File: src/rtl/duty_modulator.sv
// Streams TRANS_NUM duty entries from a BRAM through an external multiplier
// and emits floor(duty*(MOD+1)/256) with its index, one beat per cycle.
module duty_modulator #(
  parameter int TRANS_NUM    = 249,
  parameter int MULT_LATENCY = 3
) (
  input  logic        clk,
  input  logic        rst,
  input  logic        start_i,
  input  logic [7:0]  mod_i,
  output logic [7:0]  duty_addr_o,
  input  logic [7:0]  duty_data_i,
  output logic [7:0]  mult_a_o,
  output logic [8:0]  mult_b_o,
  input  logic [16:0] mult_p_i,
  output logic [7:0]  duty_out_o,
  output logic [7:0]  duty_out_idx_o,
  output logic        duty_out_valid_o,
  output logic        busy_o,
  output logic        done_o
);

  // BRAM read (1) + operand register (1) + multiplier latency.
  localparam int         PIPE_DEPTH = MULT_LATENCY + 2;
  localparam logic [7:0] LAST_IDX   = 8'(TRANS_NUM - 1);

  typedef enum logic [1:0] {IDLE, ISSUE, DRAIN} state_e;

  state_e                state_q;
  logic                  armed_q;
  logic [7:0]            addr_q;
  logic [7:0]            mult_a_q;
  logic [8:0]            mult_b_q;
  logic [PIPE_DEPTH-1:0] vld_q;
  logic [7:0]            idx_q [PIPE_DEPTH];
  logic [7:0]            duty_out_q;
  logic [7:0]            duty_out_idx_q;
  logic                  duty_out_valid_q;
  logic                  done_q;

  logic                  start_ok;
  logic                  issue_vld_d;
  logic [7:0]            product_d;

  // armed_q stays low for the first edge after reset release, so a START
  // held across the release is not taken.
  assign start_ok    = start_i && armed_q && (state_q == IDLE);
  assign issue_vld_d = (state_q == ISSUE);
  // Bit 16 can only be set by an out-of-range product; saturate if it ever is.
  assign product_d   = mult_p_i[16] ? 8'hFF : mult_p_i[15:8];

  // NOTE: sequential state uses non-blocking assignments so every register
  // samples pre-edge values, independent of statement order.
  always_ff @(posedge clk or posedge rst) begin
    if (rst) begin
      state_q  <= IDLE;
      armed_q  <= 1'b0;
      addr_q   <= '0;
      mult_a_q <= '0;
      mult_b_q <= '0;
    end else begin
      armed_q  <= 1'b1;
      mult_a_q <= duty_data_i;
      case (state_q)
        IDLE: begin
          if (start_ok) begin
            state_q  <= ISSUE;
            addr_q   <= '0;
            mult_b_q <= {1'b0, mod_i} + 9'd1;
          end
        end
        ISSUE: begin
          if (addr_q == LAST_IDX) state_q <= DRAIN;
          else                    addr_q  <= addr_q + 8'd1;
        end
        DRAIN: begin
          if (done_q) state_q <= IDLE;
        end
        default: state_q <= IDLE;
      endcase
    end
  end

  // NOTE: the index pipeline is reset along with the valid bits; it is a
  // handful of flops, and a clean reset keeps the held outputs defined.
  always_ff @(posedge clk or posedge rst) begin
    if (rst) begin
      vld_q <= '0;
      for (int j = 0; j < PIPE_DEPTH; j++) idx_q[j] <= '0;
    end else begin
      vld_q    <= {vld_q[PIPE_DEPTH-2:0], issue_vld_d};
      idx_q[0] <= addr_q;
      for (int j = 1; j < PIPE_DEPTH; j++) idx_q[j] <= idx_q[j-1];
    end
  end

  always_ff @(posedge clk or posedge rst) begin
    if (rst) begin
      duty_out_q       <= '0;
      duty_out_idx_q   <= '0;
      duty_out_valid_q <= 1'b0;
      done_q           <= 1'b0;
    end else begin
      if (vld_q[PIPE_DEPTH-1]) begin
        duty_out_q     <= product_d;
        duty_out_idx_q <= idx_q[PIPE_DEPTH-1];
      end
      duty_out_valid_q <= vld_q[PIPE_DEPTH-1];
      done_q           <= vld_q[PIPE_DEPTH-1] && (idx_q[PIPE_DEPTH-1] == LAST_IDX);
    end
  end

  assign duty_addr_o      = addr_q;
  assign mult_a_o         = mult_a_q;
  assign mult_b_o         = mult_b_q;
  assign duty_out_o       = duty_out_q;
  assign duty_out_idx_o   = duty_out_idx_q;
  assign duty_out_valid_o = duty_out_valid_q;
  assign busy_o           = (state_q != IDLE);
  assign done_o           = done_q;

endmodule
File: config.mk
export PLATFORM = sky130hd
export DESIGN_NAME = duty_modulator
export DESIGN_NICKNAME = d
export VERILOG_FILES = /design/src/rtl/duty_modulator.sv
export SDC_FILE = /design/constraint.sdc
export NUM_CORES = 1
export LEC_CHECK = 0
export BUFFER_PORTS_ARGS = -buffer_cell sky130_fd_sc_hd__buf_4
export CAP_MARGIN = 10
export CORE_MARGIN = 1
export CORE_UTILIZATION = 55
export CTS_BUF_LIST = sky130_fd_sc_hd__clkbuf_16
export DETAILED_ROUTE_END_ITERATION = 12
export PLACE_DENSITY = 0.85
export SYNTH_ARGS = -nofsm -noshare
export SYNTH_HDL_FRONTEND = slang
export SYNTH_SLANG_ARGS = --single-unit
File: constraint.sdc
create_clock -name clk -period 5 [get_ports clk]
set_input_delay 0.75 -clock clk [delete_from_list [all_inputs] [get_ports clk]]
set_output_delay 0.75 -clock clk [all_outputs]
set_load 0.05 [all_outputs]
==> run summary <==
RUN STATUS
--------------------------------------------------------------------------------------------------------
Run status ................................................................................ complete, no violations

CRITICAL PATH
--------------------------------------------------------------------------------------------------------
Biggest fanout along the worst timing path ................................................            7
Start of the worst register-to-register path ..............................................   state_q[1]
Arrival time worst endpoint ...............................................................      1.25 ns
Crit path capture .........................................................................       busy_o
Data required, critical path ..............................................................      4.25 ns
Worst-case reg-to-reg path depth ..........................................................            3
Start point of the critical path ..........................................................   state_q[0]
Worst flop-to-flop path endpoint ..........................................................  mult_b_o[7]
Setup crit start kind .....................................................................         flop
Kind of end point of the critical path ....................................................   output pin
Category of the most critical setup path ..................................................   reg -> out
Reg-to-reg setup timing slack .............................................................      3.24 ns

YOSYS
--------------------------------------------------------------------------------------------------------
Synth Area in Adders ......................................................................      0.01226
Cell count after synthesis ................................................................          222
Syn_area_per_cell .........................................................................   13.79 um^2
Synthesis Warnings ........................................................................            0
Biggest area consumer among synthesized cells .............................................      dfrtp_1
Number of synthesized flops with an enable pin ............................................            0
Primary flip-flop cell chosen by synthesis mapping ........................................      dfrtp_1
Largest cells by area after synthesis ..................................................... dfrtp_1 (74%), mux2_2 (2.6%), nand2_1 (2.5%)
Library cells used by synthesis ...........................................................           37
Largest family of logic cells by synthesized area ......................................... simple AND/OR/NAND/NOR gates
Area share of the largest cell type after synthesis .......................................       0.7441
Simple-Gate Fraction of Synth Area ........................................................       0.1120
Most numerous cell in the Yosys netlist ...................................................      dfrtp_1
Async S/R FF share, synth .................................................................        1.000
XOR/XNOR share of the synthesized area ....................................................      0.01145
Number of storage elements in the synthesis netlist .......................................           91
Synth Net Count ...........................................................................          261
Post-Synthesis Cell Area ..................................................................    3060 um^2
Most used standard cells in the synthesized netlist ....................................... dfrtp_1 (91), nand2_1 (20), nor2_1 (18)
Compound-gate portion of the synthesized area .............................................      0.07114
Proportion of synthesized chip area in sequential cells ...................................       0.7441
Share of cell area taken by muxes after synthesis .........................................      0.02903

FINISH
--------------------------------------------------------------------------------------------------------
Share of layout cells above drive strength 1 ..............................................       0.3246
Count of fill cells added during filler insertion .........................................          329
Number of diodes added for antenna fixing .................................................            0
Final Net Count ...........................................................................          339
Layout overhead on the synthesized area ...................................................       29.48%
Number of standard cells in the layout, taps in and fillers out ...........................          375

FLOORPLAN
--------------------------------------------------------------------------------------------------------
Die boundary height .......................................................................     76.60 um
Core Rows .................................................................................           26
Ports placed on the boundary ..............................................................           80
Area of the die ...........................................................................    5867 um^2
Initial Util ..............................................................................       0.5843
Horizontal die dimension ..................................................................     76.60 um
Placeable core region .....................................................................    5238 um^2

CLOCK TREE
--------------------------------------------------------------------------------------------------------
Setup repair bufs after CTS ...............................................................            0
Maximum clock path buffer count ...........................................................            2
Clock H-tree levels .......................................................................            3
Number of buffers created by CTS ..........................................................            9
Number of resized instances in the post-cts repair step ...................................            0
CTS tree ..................................................................................         done
Clock sink total ..........................................................................           91
Clock root buffer .........................................................................    clkbuf_16
Quantity of hold-fixing buffers added after cts ...........................................            0
Skew-Pair Late Insertion Delay ............................................................      0.32 ns
Post-CTS clock slew at the launch and capture registers of the worst setup and hold paths .      0.06 ns

GLOBAL ROUTING
--------------------------------------------------------------------------------------------------------
Busiest metal layer after global routing ..................................................         met2
GRT Util Overall ..........................................................................       0.2065
Number of antenna violations at the first check in global routing .........................            0
Sum of overflow across all layers after global routing ....................................            0
Met2 global-route usage ...................................................................       0.3658
Vias in the first global route ............................................................         1989
Met1 Usage GRT ............................................................................       0.2479
Wire length of the first global-routing pass ..............................................     9.170 mm
Pin count of the biggest net entering global routing ......................................           60
Met3 capacity usage during global routing .................................................      0.03473

TIMING
--------------------------------------------------------------------------------------------------------
Hold violation total from the final report ................................................            0
Final number of setup-violating endpoints .................................................            0
Highest Clock Rate ........................................................................    500.1 MHz
Actual slew at the worst max-slew pin .....................................................    0.7820 ns
Relative slew slack .......................................................................       0.4787
Clock skew after layout ...................................................................  0.005333 ns
Final period utilization ..................................................................       0.3999
Tmin final ................................................................................     2.000 ns
Number of pins exceeding their max-slew limit in the final report .........................            0
Setup repair after global routing missed its margin .......................................        false
TNS Setup .................................................................................         0 ns

PLACEMENT
--------------------------------------------------------------------------------------------------------
Port Buffers ..............................................................................           71
Placer congestion estimate ................................................................       0.7977
Placed instance count .....................................................................          359
Placed wire-length estimate ...............................................................     3.469 mm

DETAILED ROUTING
--------------------------------------------------------------------------------------------------------
Routed Antenna Nets .......................................................................            0
Routed length per instance ................................................................     14.20 um
DR vias ...................................................................................         2006
DRC violation count after routing .........................................................            0
Total wire length after detailed routing ..................................................     5.324 mm
Via density per instance ..................................................................        5.349
Initial DRC count .........................................................................          107
DRT Pass-1 Iters ..........................................................................            4

POWER
--------------------------------------------------------------------------------------------------------
Leakage power of the design ...............................................................     1.854 nW
Total power per unit cell area ............................................................ 634.5 nW/um^2
Total power draw ..........................................................................     2.514 mW
Maximum resistive drop on vdd .............................................................  0.0004135 V

WORST HOLD PATH
--------------------------------------------------------------------------------------------------------
Worst min path class ......................................................................   reg -> reg
Origin of the worst min-delay path ........................................................    idx_q[18]
Instance count along the most critical hold path ..........................................            0

JOB
--------------------------------------------------------------------------------------------------------
Max Cap Viol ..............................................................................            0

cell families (layout without fill, tap and decap cells):
group,count (synthesis),count (layout)
fa+ha+maj,3,3
xor+xnor,4,4
compound gates,33,33
other cells,1,1
buf+inv,15,98
flops,91,91
simple gates,67,67
mux,8,8
cells in the final DEF (no fill, tap or decap), types with 4 or more instances in the layout:
cell type  netlist  final
a21oi_1         10     10
buf_4            0     72
clkbuf_16        0      9
dfrtp_1         91     91
inv_1            9      9
mux2_2           7      7
nand2_1         20     20
nand3_1          9      9
nor2_1          18     18
o211ai_1         9      9
o21ai_0          6      6
or4_1            4      4
power breakdown:
part | total (mW) | internal [mW] | switching (mW)
sequential | 1.14 | 0.989 | 0.150
clock | 0.645 | 0.385 | 0.259
combinational | 0.730 | 0.229 | 0.500
flip-flops by register name, indices dropped and copies added (netlist names), 2 cells and up:
signal and cells:
duty_out_idx_o 8, idx_q 40, duty_out_o 8, vld_q 5
state_q 2, mult_b_o 9, mult_a_o 8, duty_addr_o 8
per-layer routing:
metal  wire length (um)  vias up  part of all wire
met4                 76        0             0.014
met1               2151     1005              0.40
met5                  0        -                 0
met3                244        8             0.046
met2               2850       64              0.54
li1                   -      929                 -
worst min path at each step:
stage	slack [ns]	end
finish	0.34	idx_q[10]
floorplan	0.33	idx_q[0]
detailed placement	0.33	idx_q[28]
global placement	0.33	idx_q[26]
global route	0.34	idx_q[10]
CTS	0.34	idx_q[10]
critical path, stage by stage (launching register included):
cell and delay (ns):
dfrtp_1 0.43, or2_2 0.31, buf_4 0.19
layout make-up:
cell class                      count  area, um^2  share of cell area
Inverter                           10       38.79            0.009788
Sequential cell                    91        2277              0.5747
Tap cell                           70       87.58             0.02210
Clock buffer                        9       225.2             0.05684
Multi-Input combinational cell    116       725.7              0.1831
Clock inverter                      7       67.56             0.01705
Timing Repair Buffer               72       540.5              0.1364
stage by stage:
step	instance area, um^2	hold slack [ns]	worst slack [ns]	util
2_1_floorplan	3060	0.3312	1.886	-
3_3_place_gp	3670	0.3312	2.968	0.7007
3_5_place_dp	3670	0.3347	2.944	0.7007
4_1_cts	3963	0.3430	2.989	0.7566
5_1_grt	3963	0.3419	2.944	0.7566
6_report	3963	0.3428	3.000	0.7566
Power figures use the tool's default switching activity.
